--- src/rtl/lvds_align_ctrl.sv ---
// Word-alignment sequencer between the LVDS receiver and the 8b/10b decoder.
// Hunts for a comma using receiver bit-slips, verifies it, then watches decoder code errors.
module lvds_align_ctrl #(
    parameter logic [7:0]  COMMA_PAT  = 8'hBC,
    parameter int unsigned SETTLE_CYC = 16,
    parameter int unsigned SLIP_HI    = 2,
    parameter int unsigned SLIP_GAP   = 8,
    parameter int unsigned HUNT_WIN   = 64,
    parameter int unsigned VERIFY_N   = 4,
    parameter int unsigned MAX_SLIP   = 8,
    parameter int unsigned ERR_WIN    = 256,
    parameter int unsigned ERR_MAX    = 4
) (
    input  logic       clk,
    input  logic       rst,
    input  logic       rx_locked,
    input  logic [7:0] rx_out,
    input  logic       code_err,
    output logic       rx_data_align,
    output logic       align_done,
    output logic [3:0] slip_cnt,
    output logic       align_fail,
    output logic [7:0] realign_cnt
);
    localparam int unsigned SettleW = (SETTLE_CYC > 1) ? $clog2(SETTLE_CYC) : 1;
    localparam int unsigned HiW     = (SLIP_HI > 1) ? $clog2(SLIP_HI) : 1;
    localparam int unsigned GapW    = (SLIP_GAP > 1) ? $clog2(SLIP_GAP) : 1;
    localparam int unsigned WinW    = (HUNT_WIN > 1) ? $clog2(HUNT_WIN) : 1;
    localparam int unsigned VerW    = (VERIFY_N > 1) ? $clog2(VERIFY_N) : 1;
    localparam int unsigned ErrWinW = (ERR_WIN > 1) ? $clog2(ERR_WIN) : 1;
    localparam int unsigned ErrCntW = (ERR_MAX > 1) ? $clog2(ERR_MAX) : 1;

    localparam logic [SettleW-1:0] SettleLast = SettleW'(SETTLE_CYC - 1);
    localparam logic [HiW-1:0]     HiLast     = HiW'(SLIP_HI - 1);
    localparam logic [GapW-1:0]    GapLast    = GapW'(SLIP_GAP - 1);
    localparam logic [WinW-1:0]    WinLast    = WinW'(HUNT_WIN - 1);
    localparam logic [VerW-1:0]    VerLast    = VerW'(VERIFY_N - 1);
    localparam logic [ErrWinW-1:0] ErrWinLast = ErrWinW'(ERR_WIN - 1);
    localparam logic [ErrCntW-1:0] ErrCntLast = ErrCntW'(ERR_MAX - 1);

    typedef enum logic [2:0] {
        StIdle, StSettle, StHunt, StSlip, StGap, StVerify, StAligned
    } state_e;

    state_e             state_q, state_d;
    logic [1:0]         sync_q;
    logic [SettleW-1:0] settle_q, settle_d;
    logic [HiW-1:0]     hi_q, hi_d;
    logic [GapW-1:0]    gap_q, gap_d;
    logic [WinW-1:0]    win_q, win_d;
    logic [VerW-1:0]    ver_q, ver_d;
    logic [ErrWinW-1:0] err_win_q, err_win_d;
    logic [ErrCntW-1:0] err_cnt_q, err_cnt_d;
    logic               seen_q, seen_d;
    logic [3:0]         slip_cnt_q, slip_cnt_d;
    logic [7:0]         realign_q, realign_d;
    logic               fail_q, fail_d;
    logic               align_q, done_q;

    logic       lock_s;
    logic       seen;
    logic       win_last;
    logic       miss;
    logic [7:0] realign_inc;

    assign lock_s      = sync_q[1];
    assign seen        = seen_q | (rx_out == COMMA_PAT);
    assign win_last    = (win_q == WinLast);
    assign realign_inc = (realign_q == 8'hFF) ? realign_q : realign_q + 8'd1;

    // Every counter defaults to zero, so each state starts its count fresh on entry.
    always_comb begin
        state_d    = state_q;
        settle_d   = '0;
        hi_d       = '0;
        gap_d      = '0;
        win_d      = '0;
        ver_d      = '0;
        err_win_d  = '0;
        err_cnt_d  = '0;
        seen_d     = 1'b0;
        slip_cnt_d = slip_cnt_q;
        realign_d  = realign_q;
        fail_d     = 1'b0;
        miss       = 1'b0;

        case (state_q)
            StIdle: begin
                slip_cnt_d = '0;
                if (lock_s) state_d = StSettle;
            end
            StSettle: begin
                if (settle_q == SettleLast) state_d = StHunt;
                else settle_d = settle_q + 1'b1;
            end
            StHunt: begin
                if (!win_last) begin
                    win_d  = win_q + 1'b1;
                    seen_d = seen;
                end else if (seen) begin
                    state_d = StVerify;
                end else begin
                    miss = 1'b1;
                end
            end
            StSlip: begin
                if (hi_q == HiLast) state_d = StGap;
                else hi_d = hi_q + 1'b1;
            end
            StGap: begin
                if (gap_q == GapLast) state_d = StHunt;
                else gap_d = gap_q + 1'b1;
            end
            StVerify: begin
                if (!win_last) begin
                    win_d  = win_q + 1'b1;
                    seen_d = seen;
                    ver_d  = ver_q;
                end else if (!seen) begin
                    miss = 1'b1;
                end else if (ver_q == VerLast) begin
                    state_d = StAligned;
                end else begin
                    ver_d = ver_q + 1'b1;
                end
            end
            StAligned: begin
                // The threshold check comes first so a window wrap cannot hide the last error.
                if (code_err && (err_cnt_q == ErrCntLast)) begin
                    state_d    = StHunt;
                    slip_cnt_d = '0;
                    realign_d  = realign_inc;
                end else if (err_win_q != ErrWinLast) begin
                    err_win_d = err_win_q + 1'b1;
                    err_cnt_d = err_cnt_q + ErrCntW'(code_err);
                end
            end
            default: state_d = StIdle;
        endcase

        if (miss) begin
            if ({28'd0, slip_cnt_q} < MAX_SLIP) begin
                state_d = StSlip;
                if (slip_cnt_q != 4'hF) slip_cnt_d = slip_cnt_q + 4'd1;
            end else begin
                state_d    = StSettle;
                slip_cnt_d = '0;
                fail_d     = 1'b1;
            end
        end

        if (!lock_s) begin
            state_d    = StIdle;
            slip_cnt_d = '0;
            fail_d     = 1'b0;
            realign_d  = (state_q == StAligned) ? realign_inc : realign_q;
        end
    end

    always_ff @(posedge clk or posedge rst) begin
        if (rst) begin
            state_q    <= StIdle;
            sync_q     <= 2'b00;
            settle_q   <= '0;
            hi_q       <= '0;
            gap_q      <= '0;
            win_q      <= '0;
            ver_q      <= '0;
            err_win_q  <= '0;
            err_cnt_q  <= '0;
            seen_q     <= 1'b0;
            slip_cnt_q <= '0;
            realign_q  <= '0;
            fail_q     <= 1'b0;
            align_q    <= 1'b0;
            done_q     <= 1'b0;
        end else begin
            state_q    <= state_d;
            sync_q     <= {sync_q[0], rx_locked};
            settle_q   <= settle_d;
            hi_q       <= hi_d;
            gap_q      <= gap_d;
            win_q      <= win_d;
            ver_q      <= ver_d;
            err_win_q  <= err_win_d;
            err_cnt_q  <= err_cnt_d;
            seen_q     <= seen_d;
            slip_cnt_q <= slip_cnt_d;
            realign_q  <= realign_d;
            fail_q     <= fail_d;
            align_q    <= (state_d == StSlip);
            done_q     <= (state_d == StAligned);
        end
    end

    assign rx_data_align = align_q;
    assign align_done    = done_q;
    assign slip_cnt      = slip_cnt_q;
    assign align_fail    = fail_q;
    assign realign_cnt   = realign_q;

endmodule

--- config.mk ---
export PLATFORM = sky130hd
export DESIGN_NAME = lvds_align_ctrl
export DESIGN_NICKNAME = d
export VERILOG_FILES = /design/src/rtl/lvds_align_ctrl.sv
export SDC_FILE = /design/constraint.sdc
export NUM_CORES = 1
export LEC_CHECK = 0
export BUFFER_PORTS_ARGS = -buffer_cell sky130_fd_sc_hd__buf_4
export CELL_PAD_IN_SITES_DETAIL_PLACEMENT = 1
export CELL_PAD_IN_SITES_GLOBAL_PLACEMENT = 1
export CORE_MARGIN = 3
export CORE_UTILIZATION = 49
export CTS_CLUSTER_SIZE = 16
export DETAILED_ROUTE_END_ITERATION = 12
export HOLD_SLACK_MARGIN = 0.02
export PLACE_DENSITY = 0.87
export SYNTH_ARGS = -nofsm -noshare
export SYNTH_HDL_FRONTEND = slang
export SYNTH_SLANG_ARGS = --single-unit
--- constraint.sdc ---
create_clock -name clk -period 3.7 [get_ports clk]
set_clock_uncertainty 0.1 [all_clocks]
set_input_delay 0.74 -clock clk [delete_from_list [all_inputs] [get_ports clk]]
set_output_delay 0.74 -clock clk [all_outputs]
set_load 0.05 [all_outputs]
-- Yosys cells after proc, flatten, opt, wreduce, memory -nomap -nowiden
Index checks and enable logic that the tools add are counted.
- reduce and logical (&&, ||, !) cells: 4
- order comparisons: 1
- multiplexer cells: 50
- divide/modulo/power cells: 0
- shifts and indexed selects: 0
- bitwise gates (word level): 1
- eq/ne operators: 19
- $add $sub $neg: 9
- $mul: 0
- operators by type and width (kind ; number):
    $mux 8 ; 8
    $mux 3 ; 13
    $mux 4 ; 7
    $pmux 3 s7 ; 1
    $add 8x1->8 const B ; 2
    $eq 8x8->1 const B ; 2
    $mux 2 ; 8
    $eq 3x3->1 const B ; 5
    $mux 6 ; 2
    $mux 1 ; 10
    $eq 3x2->1 const B ; 3
    $add 4x1->4 const B ; 2
    $ne 8x8->1 const B ; 1
    $pmux 4 s2 ; 1
    $add 6x1->6 const B ; 1
    $eq 6x6->1 const B ; 1
    $eq 2x2->1 const B ; 2
    $eq 4x4->1 const B ; 1
    $lt 4x4->1 const B ; 1
    $ne 4x4->1 const B ; 1
    $add 3x1->3 const B ; 1
    $eq 3x1->1 const B ; 1
    $logic_not 3->1 ; 1
    $add 2x1->2 ; 1
    other kinds (8) ; 8
- memories: 0
- RAM bits: 0
- register bits: 47
- word-level logic and storage cells: 99
- latch bits: 0
- output and inout port bits: 15
- memory bits (read-only): 0
- bits of input ports: 12

-- Longest topological paths before layout
Gate-level depths: netlist of run 1.
- depth in word-level cells: 8
- depth in mapped cells: 7
- depth with buffers taken out: 7

-- Worst setup path before layout of run 1
No wires, ideal clock.
- kind: input -> register
- start point: input rx_out[6]
- end point: register align_q, in the netlist rx_data_align
- setup slack: 1.401 ns
- data arrival time: 2.079 ns
- path buffers: 0
- data required time: 3.480 ns
- stages on the path: 5
- setup time: 0.120 ns
- path through: and4b_2 > a41oi_4 > and3_4 > or4_1 > and3_1
- word-level cells in the longest chain between the ends: 8
- elaborated cells on any way between the ends: 13
- classes of those cells: eq/ne: 2; mux: 10; bitwise: 1
- ends and longest elaborated chain (element ; RTL line ; text):
    from (decl) ; 17 ; input logic [7:0] rx_out,
    $eq 8x8->1 (*) ; 67 ; assign seen = seen_q | (rx_out == COMMA_PAT);
    $or 1x1->1 (*) ; 67 ;
    $mux 3 (tied with other cells) ; 119 ; end else if (!seen) begin
    $mux 3 (tied with other cells) ; 115 ; if (!win_last) begin
    $pmux 3 s7 or $mux 1 (tied branches) ; n/a ;
    $mux 3 (*) ; 141 ; if (miss) begin
    $mux 3 (*) ; 152 ; if (!lock_s) begin
    $eq 3x2->1 (*) ; 191 ; align_q <= (state_d == StSlip);
    to (signal assigned) ; 191 ;
    to (decl) ; 58 ; logic align_q, done_q;
Mark *: on every way between the ends. The rest lies on a longest branch, timed or not.
A chain may end at the register's enable or synchronous reset.

-- Final worst setup path of run 1
- start point: register state_q[2]
- end point: register state_q[0]
- word-level cells in the longest chain between the ends: 5
- elaborated cells on any way between the ends: 12
- classes of those cells: eq/ne: 6; mux: 4; reduce/logical: 2
- ends and longest elaborated chain (element ; RTL line ; text):
    from (decl) ; 45 ; state_e state_q, state_d;
    from (signal assigned) ; 162 ; state_q <= StIdle;
    from (signal assigned) ; 178 ; state_q <= state_d;
    $eq 3x3->1 or $eq 3x2->1 (tied branches) ; 87 ; case (state_q)
    $reduce_or 2->1 (no line) ; n/a ;
    $mux 1 ; n/a ;
    $mux 3 (*) ; 141 ;
    $mux 3 (*) ; 152 ;
    via state_d[0] ; 45 ;
The timed path passes the listed nets; every way through them passes the cells marked *.

==> flow_metrics.py, run 1 <==
metrics = {
    "status": {
        "status": "complete, no violations",
    },
    "timing": {
        "timing.hold.ws_ns": 0.254,
        "fin_ws_ns": 1.40,
        "min_period_ns": 2.30,
        "tns_ns": 0,
        "slew_viol_final": 0,
        "finalCritPeriodShare_pct": 62.0,
        "setup_viol": 0,
        "fmax_mhz": 436,
        "final-hold-violation-count": 0,
        "rsz0062_at_grt": "no",
        "slew_headroom_pct": 35.6,
        "tightest_slew_ns": 0.965,
    },
    "layout": {
        "final_core_util_pct": 58.9,
        "nets": 265,
        "antenna_cells": 0,
        "area_delta_synth_final_pct": 13.3,
        "final_area_sq_mm": 0.00262,
        "layout-drive-gt1-share_pct": 19.2,
        "n_fill_cell": 498,
    },
    "clock_tree": {
        "cts_tree": "yes",
        "path_clk_slew_ns": 0.09,
        "cts_setup_buffers": 0,
        "cts_buffers": 5,
        "ctsHtreeMaxLevel": 2,
        "insertion_delay_ns": 0.30,
        "cts_root_buf": "clkbuf_8",
        "cts_hold_buf": 0,
        "clk_path_buf_depth": 2,
        "cts.sinks": 47,
        "ctsResizeCount": 0,
    },
    "global_routing": {
        "grt_pass1_vias": 1740,
        "grt_antenna_before_repair": 0,
        "grt_max_degree": 48,
        "grt_pass1_wl_microns": 8470,
        "grt-ovfl-total": 0,
        "track_usage_pct": 20.0,
    },
    "route": {
        "ant_nets": 0,
        "wire_per_inst_microns": 17.3,
        "drt_wl_total_microns": 5140,
        "firstDrtPassIters": 4,
        "via_per_inst": 5.80,
        "drc": 0,
        "vias": 1724,
        "drt_first_iter_violations": 67,
    },
    "die": {
        "core_sq_mm": 0.00444,
        "rows": 24,
        "die_area_sq_mm": 0.00558,
        "fp.dieW_microns": 74.7,
        "die_h_microns": 74.7,
        "io-pin-count": 27,
        "initial_core_util_pct": 52.0,
    },
    "placement": {
        "dpl-instance-area_sq_mm": 0.00253,
        "dpl.hpwl_microns": 3640,
        "place_ws_ns": 1.17,
        "finalWeightedCongestion": 0.810,
        "port_buffers": 26,
    },
    "synth": {
        "synthTopCellsByCount": "dfrtp_1 (47), nor2_1 (23), nand2_1 (17)",
        "async_reset_ff_share_pct": 100,
        "synth_area_sq_mm": 0.00231,
        "yosys.area.top_type": "dfrtp_1",
        "yosysMostFrequentCell": "dfrtp_1",
        "ys_seq_area_share_pct": 50.9,
        "synth_top_cell_area_share_pct": 50.9,
        "avgSynthCellArea_sq_um": 10.7,
        "synthFlopType": "dfrtp_1",
        "ys_warn_count": 0,
        "synthDistinctLibCells": 50,
        "synth-edff-count": 0,
        "ys_ff_latch": 47,
        "syn_inst": 217,
        "synthTopCellsByArea": "dfrtp_1 (51%), ha_1 (4.9%), xnor2_1 (4.2%)",
        "syn_nets": 238,
    },
    "power_and_ir_drop": {
        "p_per_area_mw_per_mm2": 329,
        "power.leakage_uw": 0.00125,
        "vdd_drop_max_uv": 260,
    },
    "critical_path": {
        "max_stage_delay_ns": 0.74,
        "critPathKind": "flip-flop to flip-flop",
        "timing.critical_path.arrival_ns": 2.39,
        "cp_slowest_cell": "dfrtp_1",
        "crit_fanout": 19,
        "crit_path_cell_trace": "or3b_4 > nand2_4 > and3_4 > or4_1 > and2_1",
        "rrSetupSlack_ns": 1.40,
        "crit_path_end_kind": "flip-flop",
        "critPathLaunchType": "flip-flop",
        "cp.required_ns": 3.80,
    },
    "flow_run": {
        "maxCapViolations": 0,
    },
    "hold_path": {
        "hp-class": "flip-flop to flip-flop",
    },
}
report_power, final:
part | leakage (uW) | internal (uW) | switching [uW]
logic | 0.000562 | 13.6 | 19.6
registers | 0.000647 | 517 | 6.00
clock network | 0.0000412 | 132 | 173
layout make-up:
type | count | area, sq um | area share [%]
clock buffers | 6 | 72.6 | 2.77
well taps | 52 | 65.1 | 2.48
clock inverters | 2 | 12.5 | 0.478
multi-input cells | 157 | 1070 | 40.9
inverters | 7 | 26.3 | 1.00
flip-flops and latches | 47 | 1180 | 44.9
repair buffers | 26 | 195 | 7.45
critical path: cells and delay by family (launching register included):
kind	cells	cell delay, ns
and+or+nand+nor	5	1.34
DFF	1	0.74
flip-flops by register name, summed over array words and instances (netlist names), 2 cells and up:
| signal | count |
|---|---|
| realign_cnt | 8 |
| settle_q | 4 |
| gap_q | 3 |
| slip_cnt | 4 |
| win_q | 6 |
| err_win_q | 8 |
| state_q | 3 |
| ver_q | 2 |
| err_cnt_q | 2 |
| sync_q | 2 |
per-layer routing:
layer,GRT usage (%),wire [microns]
met1,25.6,2240
met2,34.0,2700
met3,4.14,123
met4,6.52,81
met5,0,0
path summary, 6_finish.rpt:
path / from / end / depth (start not counted)
max in group asynchronous: rst / ver_q[0]$_DFFE_PP0P_ / 2
max reg2reg: state_q[2]$_DFF_PP0_ / state_q[0]$_DFF_PP0_ / 5
min reg2reg: sync_q[0]$_DFF_PP0_ / sync_q[1]$_DFF_PP0_ / 0
max: state_q[2]$_DFF_PP0_ / state_q[0]$_DFF_PP0_ / 5
min in group asynchronous: rst / realign_cnt[5]$_DFFE_PP0P_ / 2
min: sync_q[0]$_DFF_PP0_ / sync_q[1]$_DFF_PP0_ / 0
placed cells by master, fill, tap and decap left out, drive strengths merged, types with 2 or more instances in the layout:
master / count
nor3: 3
buf: 26
and2: 5
nand3b: 2
dfrtp: 47
and3: 12
a211oi: 2
a41oi: 3
a41o: 2
inv: 7
nand3: 15
nand2: 18
nand4b: 2
ha: 9
a31oi: 3
or3: 4
nand4: 3
xnor2: 11
xor2: 8
nor2b: 2
nor2: 24
o21ai: 2
clkbuf: 6
a21oi: 11
cells by family (layout without fill, tap and decap cells):
logic type               Yosys count  after routing  share of synthesized area [%]
AO/OA/AOI/OAI                     28             28                           9.15
XOR/XNOR                          19             19                           7.20
adder cells (fa/ha/maj)            9              9                           4.87
buffers and inverters             13             41                           2.81
flip-flops                        47             47                           50.9
multiplexers                       2              2                          0.920
AND/OR/NAND/NOR                   99             99                           24.2
stage by stage:
step,instances,power [uW]
2_1_floorplan,217,551
3_3_place_gp,289,566
3_5_place_dp,289,568
4_1_cts,297,873
5_1_grt,297,895
6_report,297,862
(Power assumes the default switching activity.)
==> run 2, diff against run 1 <==
--- a/config.mk
+++ b/config.mk
@@ -9,11 +9,11 @@
 export CELL_PAD_IN_SITES_DETAIL_PLACEMENT = 1
 export CELL_PAD_IN_SITES_GLOBAL_PLACEMENT = 1
 export CORE_MARGIN = 3
-export CORE_UTILIZATION = 49
+export CORE_UTILIZATION = 45
 export CTS_CLUSTER_SIZE = 16
 export DETAILED_ROUTE_END_ITERATION = 12
 export HOLD_SLACK_MARGIN = 0.02
-export PLACE_DENSITY = 0.87
+export PLACE_DENSITY = 0.81
 export SYNTH_ARGS = -nofsm -noshare
 export SYNTH_HDL_FRONTEND = slang
 export SYNTH_SLANG_ARGS = --single-unit
==> constraint.sdc (replaced) <==
create_clock -name clk -period 2.2 [get_ports clk]
set_clock_uncertainty 0.1 [all_clocks]
set_input_delay 0.44 -clock clk [delete_from_list [all_inputs] [get_ports clk]]
set_output_delay 0.44 -clock clk [all_outputs]
set_load 0.05 [all_outputs]
==> run 2 against run 1 <==
Effect of this change: flip-flop and latch count unchanged; maximum frequency increased by 6.6%; die area increased by 8.2%; via count decreased by 1.0%; sequential power increased by 68%; worst hold slack got worse by 0.12 ns; largest cell class unchanged.
==> flow_metrics.py, run 2 (same netlist as run 1, synthesis figures left out) <==
metrics = {
    "die": {
        "fp.dieW_microns": 77.7,
        "rows": 25,
        "die_h_microns": 77.7,
        "io-pin-count": 27,
        "initial_core_util_pct": 47.7,
        "core_sq_mm": 0.00485,
        "die_area_sq_mm": 0.00603,
    },
    "placement": {
        "finalWeightedCongestion": 0.840,
        "dpl.hpwl_microns": 3730,
        "port_buffers": 26,
        "dp.cells": 310,
    },
    "critical_path": {
        "r2r_start": "win_q[0]$_DFF_PP0_",
        "cp.depth": 6,
        "critPathKind": "flip-flop to flip-flop",
        "reg2reg_depth": 6,
        "crit_path_frequent_cell": "and3_4",
        "crit_family": "simple AND/OR/NAND/NOR gates",
        "r2r_end": "rx_data_align$_DFF_PP0_",
        "max_stage_delay_ns": 0.55,
        "crit_start": "win_q[0]$_DFF_PP0_",
        "crit_fanout": 6,
        "critical_path_buf_inv_count": 0,
        "cp.required_ns": 2.29,
        "cp_slowest_cell": "or4_1",
        "timing.critical_path.arrival_ns": 2.25,
        "crit_path_end": "rx_data_align$_DFF_PP0_",
        "crit_path_cell_trace": "ha_1 > and3_4 > and2_2 > and3_4 > or4_1 > and3_1",
        "critPathLaunchType": "flip-flop",
        "crit_path_end_kind": "flip-flop",
        "rrSetupSlack_ns": 0.05,
    },
    "layout": {
        "layout-drive-gt1-share_pct": 22.2,
        "nets": 272,
        "n_fill_cell": 525,
        "finalNonFillerCells": 319,
        "final_common_cell": "dfrtp_1",
        "antenna_cells": 0,
        "seq_area_sq_mm": 0.00118,
        "most-common-layout-cells": "dfrtp_1 (47), buf_4 (33), nor2_1 (23)",
        "area_delta_synth_final_pct": 18.0,
        "multi_input_area_sq_mm": 0.00107,
    },
    "global_routing": {
        "grt_antenna_before_repair": 0,
        "grt_pass1_wl_microns": 9010,
        "grt_max_degree": 48,
        "grt_pass1_vias": 1835,
        "grt-ovfl-total": 0,
        "track_usage_pct": 18.8,
    },
    "clock_tree": {
        "clk_path_buf_depth": 2,
        "cts_hold_buf": 0,
        "cts.sinks": 47,
        "cts_buffers": 5,
        "ctsHtreeMaxLevel": 2,
        "path_clk_slew_ns": 0.09,
        "insertion_delay_ns": 0.30,
        "cts_root_buf": "clkbuf_8",
        "cts_tree": "yes",
    },
    "route": {
        "firstDrtPassIters": 4,
        "drc": 0,
        "vias": 1706,
        "drt_wl_total_microns": 5070,
        "ant_nets": 0,
        "via_per_inst": 5.35,
        "drt_first_iter_violations": 102,
        "wire_per_inst_microns": 15.9,
    },
    "timing": {
        "tightest_slew_ns": 0.593,
        "slew_headroom_pct": 60.5,
        "finalCritPeriodShare_pct": 97.8,
        "min_period_ns": 2.15,
        "tns_ns": 0,
        "rsz0062_at_grt": "no",
        "slew_viol_final": 0,
        "final-hold-violation-count": 0,
        "setup_viol": 0,
        "fmax_mhz": 465,
    },
    "hold_path": {
        "hp-class": "primary input to flip-flop",
    },
    "power_and_ir_drop": {
        "vdd_drop_max_uv": 366,
        "p_per_area_mw_per_mm2": 593,
        "power.leakage_uw": 0.00131,
    },
    "status": {
        "status": "complete, no violations",
    },
    "flow_run": {
        "maxCapViolations": 0,
    },
}
run 2: metrics by stage:
step                cell area (sq um)  util [%]  total power, uW  hold WS, ns  setup WS [ns]
CTS                              2720      56.1             1640        0.127         0.0248
global placement                 2600      53.6              956        0.232          0.110
finish                           2730      56.3             1620        0.136         0.0477
global route                     2730      56.3             1680        0.126         0.0189
floorplan                        2310         -              927        0.231          0.105
detailed placement               2600      53.6              959        0.236         0.0709
run 2: worst register-to-register path, delay by kind of cell (launching register included):
| family | cells | cell delay [ns] |
|---|---|---|
| adder cells (fa/ha/maj) | 1 | 0.23 |
| flip-flops | 1 | 0.39 |
| AND/OR/NAND/NOR | 5 | 1.33 |
run 2: worst min-delay path by stage:
stage                                   start                  end  slack (ns)  depth (start not counted)
after CTS                           rx_locked  sync_q[0]$_DFF_PP0_        0.13                          1
final                               rx_locked  sync_q[0]$_DFF_PP0_        0.14                          1
after floorplan           sync_q[0]$_DFF_PP0_  sync_q[1]$_DFF_PP0_        0.23                          0
after detailed placement  sync_q[0]$_DFF_PP0_  sync_q[1]$_DFF_PP0_        0.24                          0
after global placement    sync_q[0]$_DFF_PP0_  sync_q[1]$_DFF_PP0_        0.23                          0
after global routing                rx_locked  sync_q[0]$_DFF_PP0_        0.13                          1
run 2: what timing repair did:
| item | CTS | global route |
|---|---|---|
| hold endpoints to repair | 0 | 0 |
| setup endpoints to repair | 0 | 2 |
| buffers inserted | 0 | 1 |
| resized for setup | 0 | 1 |
run 2: metal layers:
layer / GRT usage, % / vias up / part of all wire (%)
met2: 30.6 / 13 / 50
li1: - / 839 / -
met1: 25.1 / 848 / 47
met5: 0 / - / 0
met4: 5.69 / 0 / 1.2
met3: 3.94 / 6 / 2.1
run 2: power by group:
group / switching [uW] / leakage (uW) / internal [uW]
clock: 303 / 0.0000618 / 374
combinational: 35.5 / 0.000598 / 25.2
sequential: 9.04 / 0.000647 / 870
run 2: final cells by class:
cell class	count	share of cell area [%]
inverters	7	0.963
repair buffers	33	9.08
multi-input cells	157	39.3
well taps	67	3.07
flip-flops and latches	47	43.1
clock inverters	2	1.42
clock buffers	6	3.03
